--- src/rtl/layer_mac_sequencer.sv ---
// Evaluates one fully-connected layer neuron by neuron on a single shared
// 8x8 signed MAC. Bias and weights are fetched from external synchronous
// memories (1-cycle latency); activations are preloaded into a local buffer.
// Each neuron result is quantised (bias, ReLU, round, saturate) and streamed
// out on a valid/ready port.
module layer_mac_sequencer #(
  parameter int N_IN  = 30,
  parameter int N_OUT = 16,
  parameter int W_AW  = 9,
  parameter int B_AW  = 4
) (
  input  logic               clk,
  input  logic               reset,
  input  logic               start,
  output logic               busy,
  output logic               done,
  input  logic               act_wr_en,
  input  logic [4:0]         act_wr_idx,
  input  logic signed [7:0]  act_wr_data,
  output logic               w_rd_en,
  output logic [W_AW-1:0]    w_addr,
  input  logic signed [7:0]  w_data,
  output logic               b_rd_en,
  output logic [B_AW-1:0]    b_addr,
  input  logic signed [15:0] b_data,
  output logic               out_valid,
  input  logic               out_ready,
  output logic [B_AW-1:0]    out_idx,
  output logic [7:0]         out_data
);

  typedef enum logic [2:0] {IDLE, BIAS, MAC, DRAIN, ACT, OUT} state_t;

  localparam logic [4:0]      K_LAST = 5'(N_IN - 1);
  localparam logic [4:0]      K_END  = 5'(N_IN);
  localparam logic [B_AW-1:0] N_LAST = B_AW'(N_OUT - 1);

  state_t             state, next_state;
  logic [B_AW-1:0]    neuron;
  logic [4:0]         k;
  logic signed [22:0] acc;
  logic signed [7:0]  act_buf [N_IN];
  logic signed [7:0]  act_sel;
  logic signed [15:0] prod;
  logic [7:0]         rnd;
  logic [7:0]         q_data;

  assign busy = (state != IDLE);

  // Activation buffer: writable only while idle so it is frozen for a layer.
  // NOTE: this buffer is small register storage with a defined cleared state,
  // so it is reset explicitly; a RAM macro would not be.
  always_ff @(posedge clk) begin
    if (reset) begin
      for (int i = 0; i < N_IN; i++) act_buf[i] <= '0;
    end else if (act_wr_en && !busy && (act_wr_idx < K_END)) begin
      act_buf[act_wr_idx] <= act_wr_data;
    end
  end

  // Activation paired with the weight arriving this cycle (read issued at k-1).
  // NOTE: every signal assigned in always_comb gets a default first so no
  // path leaves it unassigned and no latch is inferred.
  always_comb begin
    act_sel = '0;
    if ((k != '0) && (k <= K_END)) act_sel = act_buf[k - 5'd1];
  end

  assign prod = w_data * act_sel;

  // Quantiser: ReLU, saturate above 127, round half up on bit 5.
  always_comb begin
    rnd    = acc[13:6] + {7'd0, acc[5]};
    q_data = rnd;
    if (acc[22])          q_data = 8'd0;
    else if (|acc[21:13]) q_data = 8'd127;
    else if (rnd[7])      q_data = 8'd127;
  end

  // State register.
  // NOTE: sequential state uses non-blocking assignments so every flop
  // samples pre-edge values regardless of block ordering.
  always_ff @(posedge clk) begin
    if (reset) state <= IDLE;
    else       state <= next_state;
  end

  // Next-state logic and memory read strobes / addresses.
  always_comb begin
    next_state = state;
    w_rd_en    = 1'b0;
    b_rd_en    = 1'b0;
    w_addr     = '0;
    b_addr     = '0;
    case (state)
      IDLE:  if (start) next_state = BIAS;
      BIAS: begin
        b_rd_en    = 1'b1;
        b_addr     = neuron;
        next_state = MAC;
      end
      MAC: begin
        w_rd_en = 1'b1;
        w_addr  = W_AW'(int'(neuron) * N_IN + int'(k));
        if (k == K_LAST) next_state = DRAIN;
      end
      DRAIN: next_state = ACT;
      ACT:   next_state = OUT;
      OUT:   if (out_ready) next_state = (neuron == N_LAST) ? IDLE : BIAS;
      default: next_state = IDLE;
    endcase
  end

  // Datapath: counters, accumulator, result register and done pulse.
  always_ff @(posedge clk) begin
    if (reset) begin
      neuron    <= '0;
      k         <= '0;
      acc       <= '0;
      out_valid <= 1'b0;
      out_idx   <= '0;
      out_data  <= '0;
      done      <= 1'b0;
    end else begin
      done <= 1'b0;
      case (state)
        IDLE: if (start) neuron <= '0;
        BIAS: k <= '0;
        MAC: begin
          k <= k + 5'd1;
          if (k == '0) acc <= {{7{b_data[15]}}, b_data};
          else         acc <= acc + {{7{prod[15]}}, prod};
        end
        DRAIN: acc <= acc + {{7{prod[15]}}, prod};
        ACT: begin
          out_data  <= q_data;
          out_idx   <= neuron;
          out_valid <= 1'b1;
        end
        OUT: if (out_ready) begin
          out_valid <= 1'b0;
          if (neuron == N_LAST) done   <= 1'b1;
          else                  neuron <= neuron + 1'b1;
        end
        default: ;
      endcase
    end
  end

endmodule

--- config.mk ---
export PLATFORM = sky130hd
export DESIGN_NAME = layer_mac_sequencer
export DESIGN_NICKNAME = d
export VERILOG_FILES = /design/src/rtl/layer_mac_sequencer.sv
export SDC_FILE = /design/constraint.sdc
export NUM_CORES = 1
export LEC_CHECK = 0
export CORE_AREA = 2 2 148 258
export CTS_CLUSTER_DIAMETER = 100
export DETAILED_ROUTE_END_ITERATION = 7
export DIE_AREA = 0 0 150 260
export DONT_BUFFER_PORTS = 1
export GPL_ROUTABILITY_DRIVEN = 0
export MAX_ROUTING_LAYER = met4
export PLACE_DENSITY_LB_ADDON = 0.08
export SLEW_MARGIN = 20
export SYNTH_ARGS = -nofsm -noshare
export SYNTH_HDL_FRONTEND = slang
export SYNTH_SLANG_ARGS = --single-unit
--- constraint.sdc ---
create_clock -name clk -period 21.1 [get_ports clk]
set_input_delay 3.165 -clock clk [delete_from_list [all_inputs] [get_ports clk]]
set_output_delay 3.165 -clock clk [all_outputs]
set_load 0.05 [all_outputs]
==> Word level (Yosys, flattened, before mapping) <==
Memory sizes are Yosys's and may differ from the RTL's.
Cells that the tools add are included.
{ "totals": {"ff_bits": 49, "in_bits": 42, "ramBits": 240, "n_memories": 1} }
{ "classes": {"muxes": 31, "order_cmp": 2, "n_bitwise": 2, "n_mul": 2, "n_eq_ne": 11, "reduce_logical": 18, "add_sub_neg": 6} }
{ "memory_table": {"columns": ["memory", "depth", "width", "rd", "rd_clocked_by_memory_dff", "wr", "line_no", "source"], "rows": [
  ["act_buf", 30, 8, 1, 0, 30, "42", "logic signed [7:0] act_buf [N_IN];"]
]} }
{ "op_table": {"columns": ["cell", "count"], "rows": [
  ["23-bit case mux with 2 select lines", 1],
  ["23-bit adder", 1],
  ["23-bit 2-to-1 mux", 1],
  ["7-bit 2-to-1 mux", 3],
  ["3-bit case mux with 6 select lines", 1],
  ["8-bit by 8-bit multiplier with 16-bit output", 1],
  ["4-bit 2-to-1 mux", 4],
  ["8-bit 2-to-1 mux", 2],
  ["1-bit 2-to-1 mux", 11],
  ["5-bit case mux with 2 select lines", 1],
  ["9-bit by 5-bit adder with 9-bit output", 1],
  ["3-bit 2-to-1 mux", 3],
  ["9-bit 2-to-1 mux", 1],
  ["9-bit OR reduction", 1],
  ["8-bit by 1-bit adder with 8-bit output", 1],
  ["4-bit by 4-bit multiplier with 8-bit output, second input constant", 1],
  ["2-bit != test, second input constant", 4],
  ["4-bit case mux with 2 select lines", 1],
  ["2-bit nonzero test", 4],
  ["8-bit OR reduction", 1],
  ["3-bit by 2-bit equality test with 1-bit output, second input constant", 2],
  ["3-bit equality test, second input constant", 2],
  ["5-bit by 1-bit adder with 5-bit output, second input constant", 1],
  ["5-bit equality test, second input constant", 1],
  ["19 further kinds", 22]
]} }

==> Logic depth before layout (Yosys ltp) <==
{ "depth": {"word_depth": 9, "ltp_mapped": 38, "mapped_depth_nobuf": 34} }

==> Least setup slack after synthesis <==
Ideal clock, no wire load.
{ "synth_timing": {"kind": "input-to-reg", "from": "input w_data[0]", "to": "register acc[21]", "path_stages": 23, "setup_slack_ns": 11.992, "path_buffers": 0, "arrival_time_ns": 9.023, "setup_time_ns": 0.086, "required_time_ns": 21.014, "path_cell_list": "or3_1 > fa_1 > inv_1 > fa_1 > fa_1 > inv_1 > fa_1 > inv_1 > ha_1 > or3_1 > nand4_1 > nand3_1 > o41ai_1 > xnor2_1 > ha_1 > nand4_1 > or2_0 > o32a_1 > o211ai_1 > nand2_1 > o21ai_1 > mux2_2 > a211oi_1"} }
{ "synth_via": {"elab_chain_len": 4} }
{ "synth_rtl": {"columns": ["item", "line_no", "source"], "rows": [
  ["start, declared", "22", "input logic signed [7:0] w_data,"],
  ["8-bit by 8-bit multiplier with 16-bit output (*)", "69", "assign prod = w_data * act_sel;"],
  ["23-bit adder (*)", "132, 134", null],
  ["23-bit 2-to-1 mux", "131", "if (k == '0) acc <= {{7{b_data[15]}}, b_data};"],
  ["23-bit case mux with 2 select lines (*)", "126", "case (state)"],
  ["end signal, assigned", "131", null],
  ["end signal, assigned", "132", "else acc <= acc + {{7{prod[15]}}, prod};"],
  ["end signal, assigned", "134", "DRAIN: acc <= acc + {{7{prod[15]}}, prod};"],
  ["end, declared", "41", "logic signed [22:0] acc;"]
]} }
Every way passes the cells marked *; elsewhere a longest branch is shown, timed or not.
A chain may end at the register's enable or synchronous reset.

==> Final worst setup path <==
{ "layout_timing": {"from": "register k[0]", "to": "register acc[21]"} }
{ "layout_via": {"elab_chain_len": 7, "elab_cells_between_ends": 11, "cone_classes": "2 x add/sub; 1 x mul; 1 x order compare; 3 x mux; 3 x reduce/logical; 1 x memory"} }
{ "layout_rtl": {"columns": ["item", "line_no", "source"], "rows": [
  ["start, declared", "40", "logic [4:0] k;"],
  ["start signal, assigned", "130", "k <= k + 5'd1;"],
  ["5-bit by 1-bit subtractor with 5-bit output (tied with other cells)", "66", "if ((k != '0) && (k <= K_END)) act_sel = act_buf[k - 5'd1];"],
  ["memory 30 x 8 bit / 1-bit logical AND (equally long branches)", null, null],
  ["8-bit 2-to-1 mux", "66", null],
  ["8-bit by 8-bit multiplier with 16-bit output", "69", null],
  ["23-bit adder", "132, 134", null],
  ["23-bit 2-to-1 mux", "131", null],
  ["23-bit case mux with 2 select lines (*)", "126", null]
]} }
Marked as above.

==> flow_metrics.tcl <==
set metrics [dict create \
    final_nets 1679 \
    synth-simple-area-share_pct 17.7 \
    fin_area_um2 19600 \
    rows 93 \
    antenna_found_initial 0 \
    synth_edf_count 256 \
    powerDensity_nw_per_um2 111 \
    p_leak_nw 7.62 \
    path_class "reg2reg" \
    cts.sinks 304 \
    worst_skew_pair.late_latency_ns 0.59 \
    slowest_stage "buf_4" \
    drive_above_1_share_pct 11.8 \
    grt_max_degree 79 \
    hold_viol_final 0 \
    cts_tree "done" \
    syn_avg_cell_area_um2 12.0 \
    worst_path_most_repeated_cell "fa_1" \
    tightest_slew_ns 1.10 \
    synth_top_family_by_area "simple AND/OR/NAND/NOR gates" \
    synth_fa_ha_area_share_pct 12.0 \
    pin_count 72 \
    hp-class "reg2reg" \
    core_um2 36800 \
    netlist_area_um2 18100 \
    drc 0 \
    skew_ns 0.0273 \
    die_y_um 260 \
    fillCellCount 3207 \
    synth_compound_area_share_pct 5.45 \
    synth_cells 1509 \
    ys_top_cells_by_area "edfxtp_1 42%, mux4_2 9.9%, and2_1 9.8%" \
    slew_headroom_pct 26.4 \
    cap_violations 0 \
    first_pass_iters 5 \
    root_buffer "clkbuf_16" \
    synth.most_common_cell "and2_1" \
    multi_input_area_um2 8820 \
    ff2ff_setup_slack_ns 11.39 \
    die_w_um 150 \
    async_flop_share_pct 0 \
    synthTopCellsByCount "285 x and2_1, 256 x edfxtp_1, 119 x nor2_1, 111 x inv_1, 80 x mux4_2" \
    track_usage_pct 24.2 \
    path_max_fanout 65 \
    synthMuxAreaShare_pct 10.4 \
    cp.required_ns 21.61 \
    post_cts_resized 0 \
    grt_pass1_wl_mm 68.2 \
    hpwl_mm 32.8 \
    tritoncts.num_buffers 31 \
    rsz0062_at_grt "false" \
    regArea_um2 8650 \
    cts_setup_buffers 0 \
    synth_top_area_share_pct 42.4 \
    place_area_um2 18600 \
    start_util_pct 49.3 \
    clkSlewWorstSetupHoldPaths_ns 0.07 \
    vias_per_cell 5.53 \
    tns_ns 0 \
    ys.flop_type "edfxtp_1" \
    timing.fmax_mhz 103 \
    report.final.slew_viol_count 0 \
    synth_area_leader_cell "edfxtp_1" \
    ys_ff_latch 304 \
    overflow 0 \
    final_antenna_net_count 0 \
    htreeDepth 1 \
    num_vias 11100 \
    die_area_um2 39000 \
    port_buffers 0 \
    ir_worst_vdd_mv 0.0728 \
    wl_per_cell_um 22.2 \
    fin_crit_sh_pct 46.0 \
    cts_hold_buf 0 \
    slowest_delay_ns 0.73 \
    synth.yosys.warnings 0 \
    synthXorXnorAreaFrac_pct 2.63 \
    yosysSeqAreaShare_pct 47.7 \
    cp-start-kind "register" \
    area_delta_synth_final_pct 8.19 \
    status "finished clean" \
    initialDrtViolationCount 497 \
    endpoint_kind "register" \
    min_period_ns 9.71 \
    clock_path_buffers 3 \
    critPathArrivalTime_ns 10.22 \
    yosys.cell_types.count 60 \
    wirelength_mm 44.5 \
    grt_pass1_vias 11500 \
    setup_viol 0 \
]
==> flip-flops by register name, summed over array words and instances, names as in the netlist <==
signal / flops
k: 5
acc: 23
neuron: 4
out_valid: 1
state: 3
done: 1
out_data: 7
out_idx: 4
act_buf: 256
==> cells in the final DEF, fill, tap and decap left out, types with 6 or more instances in the layout <==
master	netlist	layout
edfxtp_1	256	256
nor3_1	22	22
inv_1	111	111
clkinv_2	0	7
or2_1	12	12
a211oi_1	21	21
or2_2	21	21
xnor2_1	42	41
and3_1	7	7
mux2i_1	8	8
o21bai_1	6	6
fa_1	63	63
o21ai_0	11	11
buf_4	8	12
clkbuf_16	0	34
a21oi_1	54	54
ha_1	73	72
nand3_1	24	24
and2_1	285	285
conb_1	1	17
xor2_1	8	8
nand2_1	65	65
a21o_1	11	11
nand3b_1	6	6
or3_1	9	9
mux4_2	80	80
o21ai_1	7	7
a311oi_1	12	12
nor2_1	119	119
dfxtp_1	48	47
==> report_power, final <==
part	internal, W	total, W	switching, W
Sequential	0.000692	0.000740	0.0000482
Combinational	0.000356	0.000870	0.000514
Clock	0.000324	0.000564	0.000240
Total	0.00137	0.00217	0.000802
==> critical path: cells and delay by family (launching register included) <==
kind,cells,cell delay [ns]
flip-flops,1,0.61
AO/OA/AOI/OAI,5,1.20
AND/OR/NAND/NOR,8,1.62
buffers and inverters,4,0.98
multiplexers,4,1.56
XOR/XNOR,1,0.36
adder cells (fa/ha/maj),7,3.22
==> per-layer routing <==
layer | vias up | global-route usage [%] | share of wire (%)
met3 | 62 | 2.75 | 3.9
met1 | 5526 | 25.0 | 34
li1 | 5257 | - | -
met5 | - | - | 0
met4 | 0 | 8.02 | 3.3
met2 | 225 | 46.6 | 58
==> metrics by stage <==
step | total power [W] | hold slack, ns | util, % | setup slack (ns) | std cells
floorplan | 0.00141 | 0.436 | - | 11.99 | 1525
global placement | 0.00162 | 0.445 | 50.6 | 11.52 | 1943
detailed placement | 0.00163 | 0.466 | 50.6 | 11.30 | 1943
CTS | 0.00219 | 0.477 | 53.4 | 11.25 | 2001
global route | 0.00230 | 0.491 | 53.4 | 10.80 | 2001
finish | 0.00217 | 0.470 | 53.4 | 11.39 | 2002
==> final cells by class <==
class | count | share of cell area (%)
inverters | 114 | 2.18
multi-input cells | 1038 | 45.0
repair buffers | 12 | 0.459
clock buffers | 43 | 4.58
well taps | 475 | 3.03
flip-flops and latches | 304 | 44.1
clock inverters | 15 | 0.708
diodes | 1 | 0.0127
==> worst paths after layout <==
path               start      end  cells after the start
setup reg to reg    k[0]  acc[21]                     29
hold reg to reg   acc[2]   acc[2]                      2
setup / recovery    k[0]  acc[21]                     29
hold / removal    acc[2]   acc[2]                      2
==> kinds of logic after synthesis <==
logic type / Yosys count
compound gates: 150
xor+xnor: 52
fa+ha+maj: 136
buf+inv: 183
flops: 304
mux: 89
other cells: 1
simple gates: 594
Power figures use the tool's default switching activity.
